[src/rtl/board_io_ctrl.sv]
// Board I/O front-end: core reset sequencer, switch debouncers and PWM-dimmed LED drivers.
// Define BOARD_IO_EVT_EN to build the sticky switch-change event flags and irq_o.
module board_io_ctrl #(
    parameter int SW_NUM     = 16,
    parameter int LED_NUM    = 16,
    parameter int DEB_CYCLES = 1000,
    parameter int RST_HOLD   = 64,
    parameter int PWM_W      = 8
) (
    input  logic               clk_i,
    input  logic               arstn_i,
    input  logic               pll_locked_i,
    output logic               sys_rst_o,
    input  logic [SW_NUM-1:0]  sw_i,
    output logic [SW_NUM-1:0]  sw_o,
    input  logic [LED_NUM-1:0] led_i,
    input  logic [PWM_W-1:0]   led_bright_i,
    output logic [LED_NUM-1:0] led_o,
    input  logic [SW_NUM-1:0]  evt_clr_i,
    output logic [SW_NUM-1:0]  sw_evt_o,
    output logic               irq_o
);
    localparam int DEB_W  = (DEB_CYCLES > 1) ? $clog2(DEB_CYCLES) : 1;
    localparam int HOLD_W = (RST_HOLD > 1) ? $clog2(RST_HOLD) : 1;
    localparam logic [DEB_W-1:0]  DEB_LAST  = DEB_W'(DEB_CYCLES - 1);
    localparam logic [HOLD_W-1:0] HOLD_LAST = HOLD_W'(RST_HOLD - 1);

    logic              lock_meta_q;
    logic              lock_s_q;
    logic [SW_NUM-1:0] sw_meta_q;
    logic [SW_NUM-1:0] sw_s_q;

    always_ff @(posedge clk_i or negedge arstn_i) begin
        if (!arstn_i) begin
            lock_meta_q <= 1'b0;
            lock_s_q    <= 1'b0;
            sw_meta_q   <= '0;
            sw_s_q      <= '0;
        end else begin
            lock_meta_q <= pll_locked_i;
            lock_s_q    <= lock_meta_q;
            sw_meta_q   <= sw_i;
            sw_s_q      <= sw_meta_q;
        end
    end

    typedef enum logic [1:0] {
        WAIT_LOCK = 2'd0,
        HOLD      = 2'd1,
        RUN       = 2'd2
    } rst_state_e;

    rst_state_e        state_q;
    logic [HOLD_W-1:0] hold_cnt_q;
    logic              sys_rst_q;

    // sys_rst_q is loaded with the value belonging to the state being entered.
    always_ff @(posedge clk_i or negedge arstn_i) begin
        if (!arstn_i) begin
            state_q    <= WAIT_LOCK;
            hold_cnt_q <= '0;
            sys_rst_q  <= 1'b1;
        end else begin
            case (state_q)
                WAIT_LOCK: begin
                    hold_cnt_q <= '0;
                    sys_rst_q  <= 1'b1;
                    if (lock_s_q) state_q <= HOLD;
                end
                HOLD: begin
                    if (!lock_s_q) begin
                        state_q    <= WAIT_LOCK;
                        hold_cnt_q <= '0;
                        sys_rst_q  <= 1'b1;
                    end else if (hold_cnt_q == HOLD_LAST) begin
                        state_q    <= RUN;
                        hold_cnt_q <= '0;
                        sys_rst_q  <= 1'b0;
                    end else begin
                        hold_cnt_q <= hold_cnt_q + 1'b1;
                        sys_rst_q  <= 1'b1;
                    end
                end
                RUN: begin
                    if (!lock_s_q) begin
                        state_q   <= WAIT_LOCK;
                        sys_rst_q <= 1'b1;
                    end else begin
                        sys_rst_q <= 1'b0;
                    end
                end
                default: begin
                    state_q    <= WAIT_LOCK;
                    hold_cnt_q <= '0;
                    sys_rst_q  <= 1'b1;
                end
            endcase
        end
    end

    logic [SW_NUM-1:0] sw_q;
    logic [DEB_W-1:0]  deb_cnt_q [SW_NUM];

    // Debouncers follow the board reset only, so switch state survives core resets.
    always_ff @(posedge clk_i or negedge arstn_i) begin
        if (!arstn_i) begin
            sw_q <= '0;
            for (int i = 0; i < SW_NUM; i++) deb_cnt_q[i] <= '0;
        end else begin
            for (int i = 0; i < SW_NUM; i++) begin
                if (sw_s_q[i] == sw_q[i]) begin
                    deb_cnt_q[i] <= '0;
                end else if (deb_cnt_q[i] == DEB_LAST) begin
                    sw_q[i]      <= sw_s_q[i];
                    deb_cnt_q[i] <= '0;
                end else begin
                    deb_cnt_q[i] <= deb_cnt_q[i] + 1'b1;
                end
            end
        end
    end

    logic [PWM_W-1:0]   pwm_cnt_q;
    logic [LED_NUM-1:0] led_q;
    logic               pwm_on;

    assign pwm_on = (pwm_cnt_q < led_bright_i) || (&led_bright_i);

    always_ff @(posedge clk_i or negedge arstn_i) begin
        if (!arstn_i) begin
            pwm_cnt_q <= '0;
            led_q     <= '0;
        end else begin
            pwm_cnt_q <= pwm_cnt_q + 1'b1;
            led_q     <= sys_rst_q ? '0 : (led_i & {LED_NUM{pwm_on}});
        end
    end

`ifdef BOARD_IO_EVT_EN
    logic [SW_NUM-1:0] sw_prev_q;
    logic [SW_NUM-1:0] sw_evt_q;
    logic [SW_NUM-1:0] evt_d;
    logic              irq_q;

    // A toggle in the same cycle as a clear wins, so no change is ever lost.
    assign evt_d = (sw_evt_q & ~evt_clr_i) | (sw_q ^ sw_prev_q);

    always_ff @(posedge clk_i or negedge arstn_i) begin
        if (!arstn_i) begin
            sw_prev_q <= '0;
            sw_evt_q  <= '0;
            irq_q     <= 1'b0;
        end else begin
            sw_prev_q <= sw_q;
            sw_evt_q  <= evt_d;
            irq_q     <= |evt_d;
        end
    end

    assign sw_evt_o = sw_evt_q;
    assign irq_o    = irq_q;
`else
    logic unused_evt_clr;
    assign unused_evt_clr = ^evt_clr_i;
    assign sw_evt_o       = '0;
    assign irq_o          = 1'b0;
`endif

    assign sys_rst_o = sys_rst_q;
    assign sw_o      = sw_q;
    assign led_o     = led_q;

endmodule

[config.mk]
export PLATFORM = sky130hd
export DESIGN_NAME = board_io_ctrl
export DESIGN_NICKNAME = d
export VERILOG_FILES = /design/src/rtl/board_io_ctrl.sv
export SDC_FILE = /design/constraint.sdc
export NUM_CORES = 1
export LEC_CHECK = 0
export CELL_PAD_IN_SITES_DETAIL_PLACEMENT = 1
export CELL_PAD_IN_SITES_GLOBAL_PLACEMENT = 2
export CORE_MARGIN = 8
export CORE_UTILIZATION = 28
export CTS_BUF_LIST = sky130_fd_sc_hd__clkbuf_16
export DETAILED_ROUTE_END_ITERATION = 10
export GPL_ROUTABILITY_DRIVEN = 0
export PLACE_DENSITY = 0.7
export SETUP_SLACK_MARGIN = 0.1
export SKIP_LAST_GASP = 1
export SLEW_MARGIN = 25
export SYNTH_ARGS = -nofsm -noshare
export SYNTH_HDL_FRONTEND = slang
export SYNTH_SLANG_ARGS = --single-unit
[constraint.sdc]
create_clock -name clk_i -period 2.3 [get_ports clk_i]
set_input_delay 0.46 -clock clk_i [delete_from_list [all_inputs] [get_ports clk_i]]
set_output_delay 0.46 -clock clk_i [all_outputs]
set_load 0.02 [all_outputs]
# [After elaboration in Yosys (flattened, before gate mapping)]
# Index checks and enable logic that the tools add are counted.
[classes] bitwise_logic=17 n_reduce_logical=20 eq_ne=38 n_lt_le_gt_ge=1 mux=45 add_sub_neg=18
[ops] op="2-to-1 mux 10 bit" n=32
[ops] op="adder 10 x 1 -> 10 bit, second input constant" n=16
[ops] op="== test 10 bit, second input constant" n=16
[ops] op="AND reduction 2 bit" n=16
[ops] op="AND 16 bit" n=1
[ops] op="== test 1 bit" n=16
[ops] op="2-to-1 mux 16 bit" n=1
[ops] op="NOT 1 bit" n=16
[ops] op="2-to-1 mux 6 bit" n=2
[ops] op="one-hot mux 6 bit (2 select lines)" n=1
[ops] op="adder 8 x 1 -> 8 bit, second input constant" n=1
[ops] op="less-than comparator 8 bit" n=1
[ops] op="2-to-1 mux 2 bit" n=4
[ops] op="AND reduction 8 bit" n=1
[ops] op="adder 6 x 1 -> 6 bit, second input constant" n=1
[ops] op="== test 6 bit, second input constant" n=1
[ops] op="one-hot mux 2 bit (3 select lines)" n=1
[ops] op="!= test 2 bit, second input constant" n=2
[ops] op="2-to-1 mux 1 bit" n=3
[ops] op="!= test 3 bit, second input constant" n=1
[ops] op="AND reduction 3 bit" n=1
[ops] op="== test 2 x 1 -> 1 bit, second input constant" n=1
[ops] op="== test 2 bit, second input constant" n=1
[ops] op="logical NOT 2 bit" n=1
[ops] op="2 further kinds" n=2
[word_totals] ff_bits=243 output_inout_bits=50 word_cells=180 in_bits=59

# [Depth between registers and ports, before layout]
[depth] ltp_word=4 mapped_depth=7 ltp_nobuf=6

# [Worst setup path after synthesis]
# OpenSTA, ideal clock, no wires.
[synth_path] kind="input to register" startpoint="input port led_bright_i[7]" endpoint="register led_q[10], in the netlist led_o[10]" setup_time_ns=0.078 slack_ns=0.510 t_required_ns=2.222 t_arrival_ns=1.713 stages=7 path_buffers=1 cell_sequence="inv_1 -> ha_1 -> a41o_1 -> a21oi_1 -> clkbuf_1 -> o21ai_0 -> a21oi_1"
[synth_via] elab_chain_len=4 word_cells_on_any_way=5 cone_classes="order compare (1); mux (1); bitwise (1); reduce/logical (2)"
[synth_lines] item="start: declaration" line="17" source="input logic [PWM_W-1:0] led_bright_i,"
[synth_lines] item="less-than comparator 8 bit or AND reduction 8 bit (tied branches)" line="127" source="assign pwm_on = (pwm_cnt_q < led_bright_i) || (&led_bright_i);"
[synth_lines] item="logical OR 1 bit *" line="127"
[synth_lines] item="AND 16 bit *" line="135" source="led_q <= sys_rst_q ? '0 : (led_i & {LED_NUM{pwm_on}});"
[synth_lines] item="2-to-1 mux 16 bit *" line="135"
[synth_lines] item="end signal: assignment" line="135"
[synth_lines] item="end: declaration" line="124" source="logic [LED_NUM-1:0] led_q;"
# Mark *: on every way between the ends. The rest lies on a longest branch, timed or not.
# A chain may end at the register's enable or synchronous reset.

# [Worst setup path in the final report]
[layout_path] startpoint="register sw_q[8], in the netlist sw_o[8]" endpoint="output port sw_o[8]"
[layout_rtl] item="start: declaration" line="101" source="logic [SW_NUM-1:0] sw_q;"
[layout_rtl] item="start signal: indexed assignment" line="114" source="sw_q[i] <= sw_s_q[i];"
[layout_rtl] item="end: declaration" line="15" source="output logic [SW_NUM-1:0] sw_o,"
# No word-level cell between the ends.

==> results.json <==
{
  "status": "complete, no violations",
  "vias": 7117,
  "finish.utilization": 0.349,
  "drv_cap": 0,
  "p_per_area_mw_per_mm2": 789,
  "cts_setup_buffers": 0,
  "min_path_cells": 0,
  "synth.avg_cell_area_um2": 10.8,
  "start_util": 0.284,
  "grt_pass1_wl_mm": 39.0,
  "final_layout_size_suffix_gt1_frac": 0.0827,
  "mostFrequentLayoutCell": "dfrtp_1",
  "die_y_um": 211,
  "clockRootBuffer": "clkbuf_16",
  "ctsLongestPathBuffers": 3,
  "port_buffers": 75,
  "cp_cell_sequence": "clkdlybuf4s50_1",
  "endpoint_kind": "primary output",
  "grt_pass1_vias": 7934,
  "clock-sinks": 243,
  "hold_start": "sw_meta_q[6]",
  "grt-ovfl-total": 0,
  "critical_path.slowest_cell": "clkdlybuf4s50_1",
  "routed_via_density": 4.35,
  "synthToLayoutAreaGrowth_pct": 23.0,
  "irDropWorstVdd_v": 0.000464,
  "nets": 1187,
  "yosysSeqAreaShare": 0.569,
  "yosys_warnings": 0,
  "core_mm2": 0.0377,
  "async_reset_ff_frac": 1.00,
  "drc": 0,
  "path_class": "flop to primary output",
  "setup_slack_ns": 0.249,
  "cts_tree": "built",
  "rr_worst_depth": 5,
  "antenna_found_initial": 0,
  "clock.fmax_mhz": 488,
  "hold_violations": 0,
  "gr-usage-all-layers": 0.102,
  "holdWs_ns": 0.344,
  "worstHoldPathType": "flop to flop",
  "synthFlopType": "dfrtp_1",
  "finalWirelength_mm": 21.9,
  "synth-seq-cells": 243,
  "finalPower_mw": 10.4,
  "cts.clk_slew.worst_paths_ns": 0.06,
  "p_leak_nw": 5.71,
  "wire_per_inst_um": 13.4,
  "worst_skew_pair.late_latency_ns": 0.55,
  "die_area_mm2": 0.0447,
  "drt_iter0_markers": 145,
  "r2r-start": "deb_cnt_q[130]",
  "synth_edf_count": 0,
  "detail_route.first_pass.iterations": 4,
  "fill_cells": 4184,
  "crit_path_max_incr_delay_ns": 0.64,
  "dp_hpwl_mm": 15.1,
  "finClkSkew_ns": 0.00941,
  "path_delay_family": "buffers and inverters",
  "rrSetupSlack_ns": 0.56,
  "critPathBufInv": 1,
  "cp.required_ns": 1.84,
  "rsz0062_at_grt": "no",
  "tns_ns": 0,
  "grt_max_degree": 56,
  "arrival_ns": 1.59,
  "htreeDepth": 1,
  "final_cell_mix": "dfrtp_1 (242), nor2_1 (167), xnor2_1 (95)",
  "syn-cell-area_mm2": 0.0107,
  "worstReg2RegEnd": "deb_cnt_q[139]",
  "period_share": 0.892,
  "finalCriticalPeriod_ns": 2.05,
  "antenna_cells": 0,
  "crit_path_start_kind": "flop",
  "setup_viol": 0,
  "worstHoldEndpoint": "sw_s_q[6]",
  "cts_made_buffers": 30,
  "ys_types": 36,
  "postSynthCellCount": 988,
  "antenna_left": 0,
  "chipWidth_um": 211,
  "crit_path_max_fanout": 3,
  "io_pins": 109,
  "slew_violations": 0,
  "rows": 71,
  "detailedPlace.worstSlack_ns": 0.0711
}
==> metal layers <==
| metal | global-route usage | wire [um] | up-vias |
|---|---|---|---|
| met3 | 0.0321 | 1460 | 45 |
| met5 | 0 | 0 | - |
| met1 | 0.132 | 10100 | 3478 |
| met4 | 0.0292 | 454 | 0 |
| met2 | 0.162 | 9830 | 98 |
| li1 | - | - | 3496 |
==> Yosys cell counts (all sizes together), types with 2 or more instances <==
cell    number  area share
a21oi       19      0.0089
and2        16      0.0094
and3        17       0.010
buf         17       0.012
clkbuf       5      0.0018
dfrtp      242        0.57
ha          28       0.033
inv         24      0.0084
mux2        16       0.022
nand2       89       0.032
nand2b      19       0.011
nand3       40       0.019
nand4       33       0.019
nor2       167       0.059
nor3        49       0.023
o21ai       23       0.011
or3          2      0.0012
or4         16       0.017
xnor2       95       0.078
xor2        58       0.047
==> flip-flops by register name, summed over array words and instances, names as in the netlist <==
name,count
sw_s_q,16
lock_s_q,1
state_q,2
sys_rst_o,1
hold_cnt_q,6
sw_meta_q,16
lock_meta_q,1
pwm_cnt_q,8
sw_o,16
deb_cnt_q,160
led_o,16
==> stage by stage <==
| step | cell area, um^2 | std cells |
|---|---|---|
| after floorplan | 10800 | 1004 |
| after global placement | 12100 | 1578 |
| after detailed placement | 12100 | 1578 |
| after CTS | 13200 | 1635 |
| after global routing | 13200 | 1635 |
| final | 13200 | 1635 |
==> cell families (layout without fill, tap and decap cells) <==
logic type,after synthesis,count (layout),synth area share
simple gates,451,451,0.202
flops,243,243,0.569
xor+xnor,153,153,0.125
compound gates,50,50,0.0260
buf+inv,46,166,0.0221
fa+ha+maj,28,28,0.0328
mux,16,16,0.0225
other cells,1,17,0.000351
==> worst max-delay path by stage <==
stage,start,end,depth (start not counted)
after floorplan,led_bright_i[7],led_o[10],7
after global placement,led_bright_i[7],led_o[6],8
after detailed placement,led_bright_i[7],led_o[13],8
after CTS,sw_o[13],sw_o[13],1
after global routing,sw_o[8],sw_o[8],1
final,sw_o[8],sw_o[8],1
==> power breakdown <==
part	switching, mW	leakage (nW)	internal (mW)
Sequential	0.133	3.24	4.48
Combinational	0.564	1.96	0.404
Clock	1.82	0.513	2.98
Total	2.52	5.71	7.87
==> cell type report <==
class | count | area (um^2) | area share
clock buffers | 31 | 776 | 0.0590
clock inverters | 25 | 241 | 0.0184
inverters | 24 | 90.1 | 0.00685
multi-input cells | 715 | 4440 | 0.337
flip-flops and latches | 243 | 6080 | 0.462
well taps | 511 | 639 | 0.0486
repair buffers | 86 | 890 | 0.0676
==> what timing repair did <==
action	4_1_cts	5_1_grt
resized for setup	1	0
endpoints found under the setup margin	1	0
hold buffers	1	0
hold endpoints to repair	49	0
Power figures use the tool's default switching activity.
